$ cat src/rtl/control_parquimetro.sv
// Control stage for the parking-meter credit counter: turns raw coin/clear/preset
// buttons and a minute prescaler into en/up/syn_clr/load commands for the counter.
module control_parquimetro #(
    parameter int unsigned N             = 8,
    parameter int unsigned COIN_A_MIN    = 15,
    parameter int unsigned COIN_B_MIN    = 60,
    parameter int unsigned PRESET_MIN    = 120,
    parameter logic [31:0] TICKS_PER_MIN = 32'd3_000_000_000
) (
    input  logic         clk,
    input  logic         reset,
    input  logic         coin_a,
    input  logic         coin_b,
    input  logic         clear,
    input  logic         preset,
    input  logic         max_tick,
    input  logic         min_tick,
    output logic         en,
    output logic         up,
    output logic         syn_clr,
    output logic         load,
    output logic [N-1:0] d,
    output logic         busy,
    output logic         expired,
    output logic [2:0]   state_dbg
);

    typedef enum logic [2:0] {
        S_IDLE = 3'd0,
        S_ADD  = 3'd1,
        S_DEC  = 3'd2,
        S_CLR  = 3'd3,
        S_LOAD = 3'd4
    } state_t;

    state_t       state;
    logic [3:0]   sync1, sync2, prev, pulse;
    logic [31:0]  presc;
    logic         presc_wrap;
    logic         dec_pending;
    logic [N-1:0] rem;
    logic         up_q, syn_clr_q, load_q;

    logic coin_a_pulse, coin_b_pulse, clear_pulse, preset_pulse;
    assign coin_a_pulse = pulse[0];
    assign coin_b_pulse = pulse[1];
    assign clear_pulse  = pulse[2];
    assign preset_pulse = pulse[3];

    // Two-flop synchronizer per button, then a registered rising-edge detector.
    always_ff @(posedge clk or negedge reset) begin
        if (!reset) begin
            sync1 <= '0;
            sync2 <= '0;
            prev  <= '0;
            pulse <= '0;
        end else begin
            sync1 <= {preset, clear, coin_b, coin_a};
            sync2 <= sync1;
            prev  <= sync2;
            pulse <= sync2 & ~prev;
        end
    end

    assign presc_wrap = (presc == TICKS_PER_MIN - 32'd1);

    always_ff @(posedge clk or negedge reset) begin
        if (!reset) begin
            presc <= '0;
        end else if (presc_wrap) begin
            presc <= '0;
        end else begin
            presc <= presc + 32'd1;
        end
    end

    // One-deep minute request; a strobe landing on the DEC cycle stays queued.
    always_ff @(posedge clk or negedge reset) begin
        if (!reset) begin
            dec_pending <= 1'b0;
        end else if (clear_pulse) begin
            dec_pending <= 1'b0;
        end else if (presc_wrap) begin
            dec_pending <= 1'b1;
        end else if (state == S_DEC) begin
            dec_pending <= 1'b0;
        end
    end

    always_ff @(posedge clk or negedge reset) begin
        if (!reset) begin
            state     <= S_IDLE;
            rem       <= '0;
            up_q      <= 1'b0;
            syn_clr_q <= 1'b0;
            load_q    <= 1'b0;
        end else begin
            up_q      <= 1'b0;
            syn_clr_q <= 1'b0;
            load_q    <= 1'b0;
            if (clear_pulse) begin
                state     <= S_CLR;
                syn_clr_q <= 1'b1;
            end else if (preset_pulse && state != S_ADD) begin
                state  <= S_LOAD;
                load_q <= 1'b1;
            end else begin
                case (state)
                    S_IDLE: begin
                        if (coin_a_pulse) begin
                            state <= S_ADD;
                            rem   <= COIN_A_MIN[N-1:0];
                            up_q  <= 1'b1;
                        end else if (coin_b_pulse) begin
                            state <= S_ADD;
                            rem   <= COIN_B_MIN[N-1:0];
                            up_q  <= 1'b1;
                        end else if (dec_pending) begin
                            state <= S_DEC;
                        end
                    end
                    S_ADD: begin
                        if (!max_tick) begin
                            rem <= rem - 1'b1;
                        end
                        // Full scale reached: leftover credit is discarded.
                        if (max_tick || rem == 1) begin
                            state <= S_IDLE;
                        end else begin
                            up_q <= 1'b1;
                        end
                    end
                    default: state <= S_IDLE;
                endcase
            end
        end
    end

    // en must react to the counter flags in the same cycle to avoid wrap.
    always_comb begin
        en = 1'b0;
        if (state == S_ADD) begin
            en = ~max_tick;
        end else if (state == S_DEC) begin
            en = ~min_tick;
        end
    end

    assign up        = up_q;
    assign syn_clr   = syn_clr_q;
    assign load      = load_q;
    assign d         = PRESET_MIN[N-1:0];
    assign busy      = (state != S_IDLE);
    assign expired   = (state == S_IDLE) && min_tick;
    assign state_dbg = state;

endmodule

$ cat config.mk
export PLATFORM = sky130hd
export DESIGN_NAME = control_parquimetro
export DESIGN_NICKNAME = d
export VERILOG_FILES = /design/src/rtl/control_parquimetro.sv
export SDC_FILE = /design/constraint.sdc
export NUM_CORES = 1
export LEC_CHECK = 0
export ABC_AREA = 1
export BUFFER_PORTS_ARGS = -buffer_cell sky130_fd_sc_hd__buf_2
export CAP_MARGIN = 30
export CORE_ASPECT_RATIO = 2
export CORE_MARGIN = 2
export CORE_UTILIZATION = 45
export CTS_BUF_LIST = sky130_fd_sc_hd__clkbuf_4 sky130_fd_sc_hd__clkbuf_8
export CTS_CLUSTER_DIAMETER = 40
export DETAILED_ROUTE_END_ITERATION = 7
export PLACE_DENSITY_LB_ADDON = 0.15
export SYNTH_ARGS = -nofsm -noshare
export SYNTH_HDL_FRONTEND = slang
export SYNTH_SLANG_ARGS = --single-unit
export TNS_END_PERCENT = 1
$ cat constraint.sdc
create_clock -name clk -period 3.4 [get_ports clk]
set_clock_uncertainty 0.05 [all_clocks]
set_input_delay 0.17 -clock clk [delete_from_list [all_inputs] [get_ports clk]]
set_output_delay 0.17 -clock clk [all_outputs]
set_load 0.01 [all_outputs]
-- Word-level counts from Yosys, hierarchy flattened
Cells that the tools add are included.
- bitwise operators: 6
- reduce and logical (&&, ||, !) cells: 9
- equal/unequal tests: 9
- multiplexer cells: 26
- add/sub/neg operators: 2
- operators with widths (operator ; number):
    adder 32 x 1 -> 32 bit, second input constant ; 1
    equality test 32 bit, second input constant ; 1
    two-way mux 32 bit ; 1
    two-way mux 8 bit ; 3
    two-way mux 3 bit ; 6
    one-hot mux 8 bit (2 select lines) ; 1
    two-way mux 1 bit ; 13
    equality test 8 x 1 -> 1 bit, second input constant ; 1
    subtractor 8 x 1 -> 8 bit, second input constant ; 1
    inequality test 6 bit, second input constant ; 1
    one-hot mux 3 bit (2 select lines) ; 1
    nonzero test 3 bit ; 2
    AND reduction 5 bit ; 1
    AND 4 bit ; 1
    inequality test 4 bit, second input constant ; 1
    NOT 1 bit ; 4
    NOT 4 bit ; 1
    equality test 3 x 1 -> 1 bit, second input constant ; 1
    equality test 3 x 2 -> 1 bit, second input constant ; 1
    logical NOT 3 bit ; 1
    inequality test 3 x 1 -> 1 bit, second input constant ; 1
    inequality test 3 bit, second input constant ; 1
    logical AND 1 bit ; 2
    inequality test 2 bit, second input constant ; 1
    4 further kinds ; 4
- output and inout port bits: 17
- logic and storage cells: 63
- input bits: 8
- register bits after elaboration: 63

-- Depth between registers and ports, before layout
- depth after elaboration: 6
- depth in mapped cells: 9

-- Worst setup path after synthesis
OpenSTA, ideal clock, no wires.
- path kind: register -> register
- start: register presc[0]
- end: register presc[23]
- buffers on the path: 1
- clock period less this slack: 1492 ps
- data required time: 3234 ps
- arrival time: 1326 ps
- slack: 1908 ps
- stages on the path, launching flop included: 10
- cells stage by stage: dfrtp_1 ha_1 inv_2 nor2_8 nand2_4 clkinv_2 nand3_2 nor2_4 buf_6 nor2_1
- word-level cells in the longest chain between the ends: 2
- RTL lines (element ; line ; text):
    start: declaration ; 38 ; logic [31:0] presc;
    start signal: assignment ; 73 ; presc <= presc + 32'd1;
    adder 32 x 1 -> 32 bit or equality test 32 bit (tied branches) ; 73, 65 ;
    two-way mux 32 bit (*) ; 70 ; end else if (presc_wrap) begin
Mark *: on every way between the ends. The rest lies on a longest branch, timed or not.
A chain may end at the register's enable or synchronous reset.

-- Worst setup path after layout
- start: register state[1], in the netlist state_dbg[1]
- end: output port en
- word-level cells in the longest chain between the ends: 3
- RTL lines (element ; line ; text):
    start: declaration ; 36 ; state_t state;
    start signal: assignment ; 92 ; state <= S_IDLE;
    start signal: assignment ; 102 ; state <= S_CLR;
    start signal: assignment ; 105 ; state <= S_LOAD;
    equality test 3 x 2 -> 1 bit ; 144 ; end else if (state == S_DEC) begin
    two-way mux 1 bit ; 144 ;
    two-way mux 1 bit (*) ; 142 ; if (state == S_ADD) begin
    end: declaration ; 18 ; output logic en,
Marks and branches as above.

==> impl_metrics.json <==
{
  "status": "complete, no violations",
  "worst_slew_pin_slew_ns": 0.732,
  "holdBufCountCts": 5,
  "synth.avg_cell_area_um2": 7.52,
  "path_delay_family": "simple AND/OR/NAND/NOR gates",
  "core_area_mm2": 0.00716,
  "std_cell_rows": 44,
  "htreeDepth": 3,
  "slew_viol_final": 0,
  "critPathLaunchType": "flop",
  "area_growth_pct": 13.3,
  "viasPerCell": 4.66,
  "layout.nets": 480,
  "crit_path_end_kind": "primary output",
  "ys_types": 31,
  "synthCells": 438,
  "slowest_stage": "dfrtp_1",
  "grt_pass1_vias": 2507,
  "ys_ff_latch": 63,
  "vias": 2638,
  "die_area_mm2": 0.00806,
  "hold_class": "input port to flop",
  "vdd_ir_drop_max_v": 0.000377,
  "cts_tree": "done",
  "initial_core_util": 0.460,
  "grt_usage": 0.186,
  "cp_data_required_time_ns": 3.18,
  "finalNonFillerCells": 566,
  "setup_viol": 0,
  "grt_overflow": 0,
  "post-route-drc-count": 0,
  "drive_gt1_frac": 0.105,
  "synth_area_mm2": 0.00329,
  "crit_chain": "nor2_2 -> nand2_1 -> o22ai_1 -> buf_2",
  "die_h_um": 125,
  "final_cell_mix": "131 x nand2_1, 90 x nor2_1, 63 x dfrtp_1",
  "yosysWarnings": 0,
  "dr.pass1.iters": 4,
  "hold_viol_final": 0,
  "max_stage_delay_ns": 0.40,
  "grt_start_max_net_pins": 32,
  "max-cap-violations": 0,
  "period_needed_ns": 1.76,
  "gp_congestion": 0.903,
  "cp_max_fo": 9,
  "max_freq_mhz": 568,
  "final.setup.tns_ns": 0,
  "die_w_um": 64.5,
  "ctsResizeCount": 0,
  "final_antenna_net_count": 0,
  "rsz0062_at_grt": "false",
  "io_pins": 25,
  "power.density_mw_per_mm2": 499,
  "slew-limit-headroom": 0.512,
  "synth_ff_type": "dfrtp_1",
  "clk_path_buf_depth": 2,
  "cts_setup_buffers": 0,
  "cts_root_buf": "clkbuf_8",
  "wirelength_um": 6800,
  "drt_iter0_drc": 188,
  "dpl.hpwl_um": 5020,
  "seq_area_frac_synth": 0.479,
  "io_buffers": 16,
  "final_common_cell": "nand2_1",
  "clk_latency_ns": 0.35,
  "grt_pass1_wl_um": 11500,
  "worst-path-buf-inv": 1,
  "async_reset_ff_frac": 1.00,
  "path_class": "flop to primary output",
  "critical_path_arrival_ns": 1.54,
  "diodes": 0,
  "antenna_found_initial": 0,
  "path_clk_slew_ns": 0.07,
  "placed_cells": 545,
  "synth_edf_count": 0,
  "cts_buffers": 9,
  "finalCritPeriodShare": 0.518,
  "wl_per_cell_um": 12.0,
  "power_leakage_nw": 1.83,
  "clkSinkCount": 63
}
cell families (layout without fill, tap and decap cells):
family | count (synthesis) | after routing | synth area share
AOI/OAI and AO/OA | 20 | 20 | 0.0346
other | 2 | 8 | 0.00228
buffers and inverters | 61 | 91 | 0.0813
xor gates and xnor gates | 16 | 16 | 0.0425
DFF | 63 | 63 | 0.479
and+or+nand+nor | 273 | 273 | 0.349
adders and majority gates | 3 | 3 | 0.0114
cells in the mapped netlist, types with 3 or more instances:
cell,count,area share
nand3_1,26,0.039
xor2_1,10,0.027
inv_1,49,0.056
nand4_1,4,0.0076
nor2_2,6,0.011
buf_4,8,0.018
nor3_1,6,0.0091
dfrtp_1,63,0.48
a21oi_1,4,0.0061
ha_1,3,0.011
nand2_1,131,0.15
o21ai_0,10,0.015
xnor2_1,6,0.016
nor2_1,90,0.10
per-layer routing:
| layer | track usage | wire [um] | vias to the layer above | share of wire |
|---|---|---|---|---|
| li1 | - | - | 1392 | - |
| met5 | 0 | 0 | - | 0 |
| met4 | 0.113 | 174 | 0 | 0.026 |
| met3 | 0.0306 | 249 | 13 | 0.037 |
| met2 | 0.285 | 3190 | 59 | 0.47 |
| met1 | 0.243 | 3180 | 1174 | 0.47 |
stage by stage:
| step | util | hold slack, ns | cell area, um^2 | setup slack [ns] | total power [mW] |
|---|---|---|---|---|---|
| after global routing | 0.522 | 0.215 | 3730 | 1.54 | 1.96 |
| after CTS | 0.522 | 0.162 | 3730 | 1.63 | 1.88 |
| after floorplan | - | -0.176 | 3320 | 1.91 | 1.06 |
| after detailed placement | 0.483 | 0.221 | 3460 | 1.72 | 1.14 |
| final | 0.522 | 0.176 | 3730 | 1.64 | 1.86 |
| after global placement | 0.483 | 0.220 | 3460 | 1.75 | 1.14 |
worst paths after layout:
path / from / to / slack, ns / cells after the start
min in group asynchronous: reset / sync2[2]$_DFF_PN0_ / 0.36 / 2
setup / recovery: state_dbg[1]$_DFFE_PN0P_ / en / 1.64 / 4
setup reg to reg: presc[0]$_DFF_PN0_ / presc[29]$_DFF_PN0_ / 1.71 / 8
hold / removal: max_tick / state_dbg[0]$_DFFE_PN0P_ / 0.18 / 5
hold reg to reg: sync1[2]$_DFF_PN0_ / sync2[2]$_DFF_PN0_ / 0.30 / 0
max in group asynchronous: reset / presc[29]$_DFF_PN0_ / 2.18 / 3
report_power, final:
group / leakage (nW) / switching, mW / internal [mW]
Combinational: 0.900 / 0.175 / 0.0977
Clock: 0.113 / 0.291 / 0.441
Sequential: 0.817 / 0.0522 / 0.804
registers in the layout, summed over array words and instances (netlist names):
register	cells
presc	32
rem	8
prev	4
pulse	4
sync1	4
sync2	4
state_dbg	3
dec_pending	1
load	1
syn_clr	1
up	1
area by class of cell:
cell class | instances | area [um^2]
repair buffers | 23 | 145
multi-input cells | 320 | 1470
clock buffers | 11 | 145
clock inverters | 5 | 81.3
well taps | 92 | 115
inverters | 52 | 196
fillers | 724 | 3420
flip-flops and latches | 63 | 1580
worst register-to-register path, delay by kind of cell (launching register included):
kind / cells / cell delay [ns]
fa+ha+maj: 1 / 0.22
buf+inv: 2 / 0.15
flops: 1 / 0.41
simple gates: 5 / 0.73
Power figures use the tool's default switching activity.
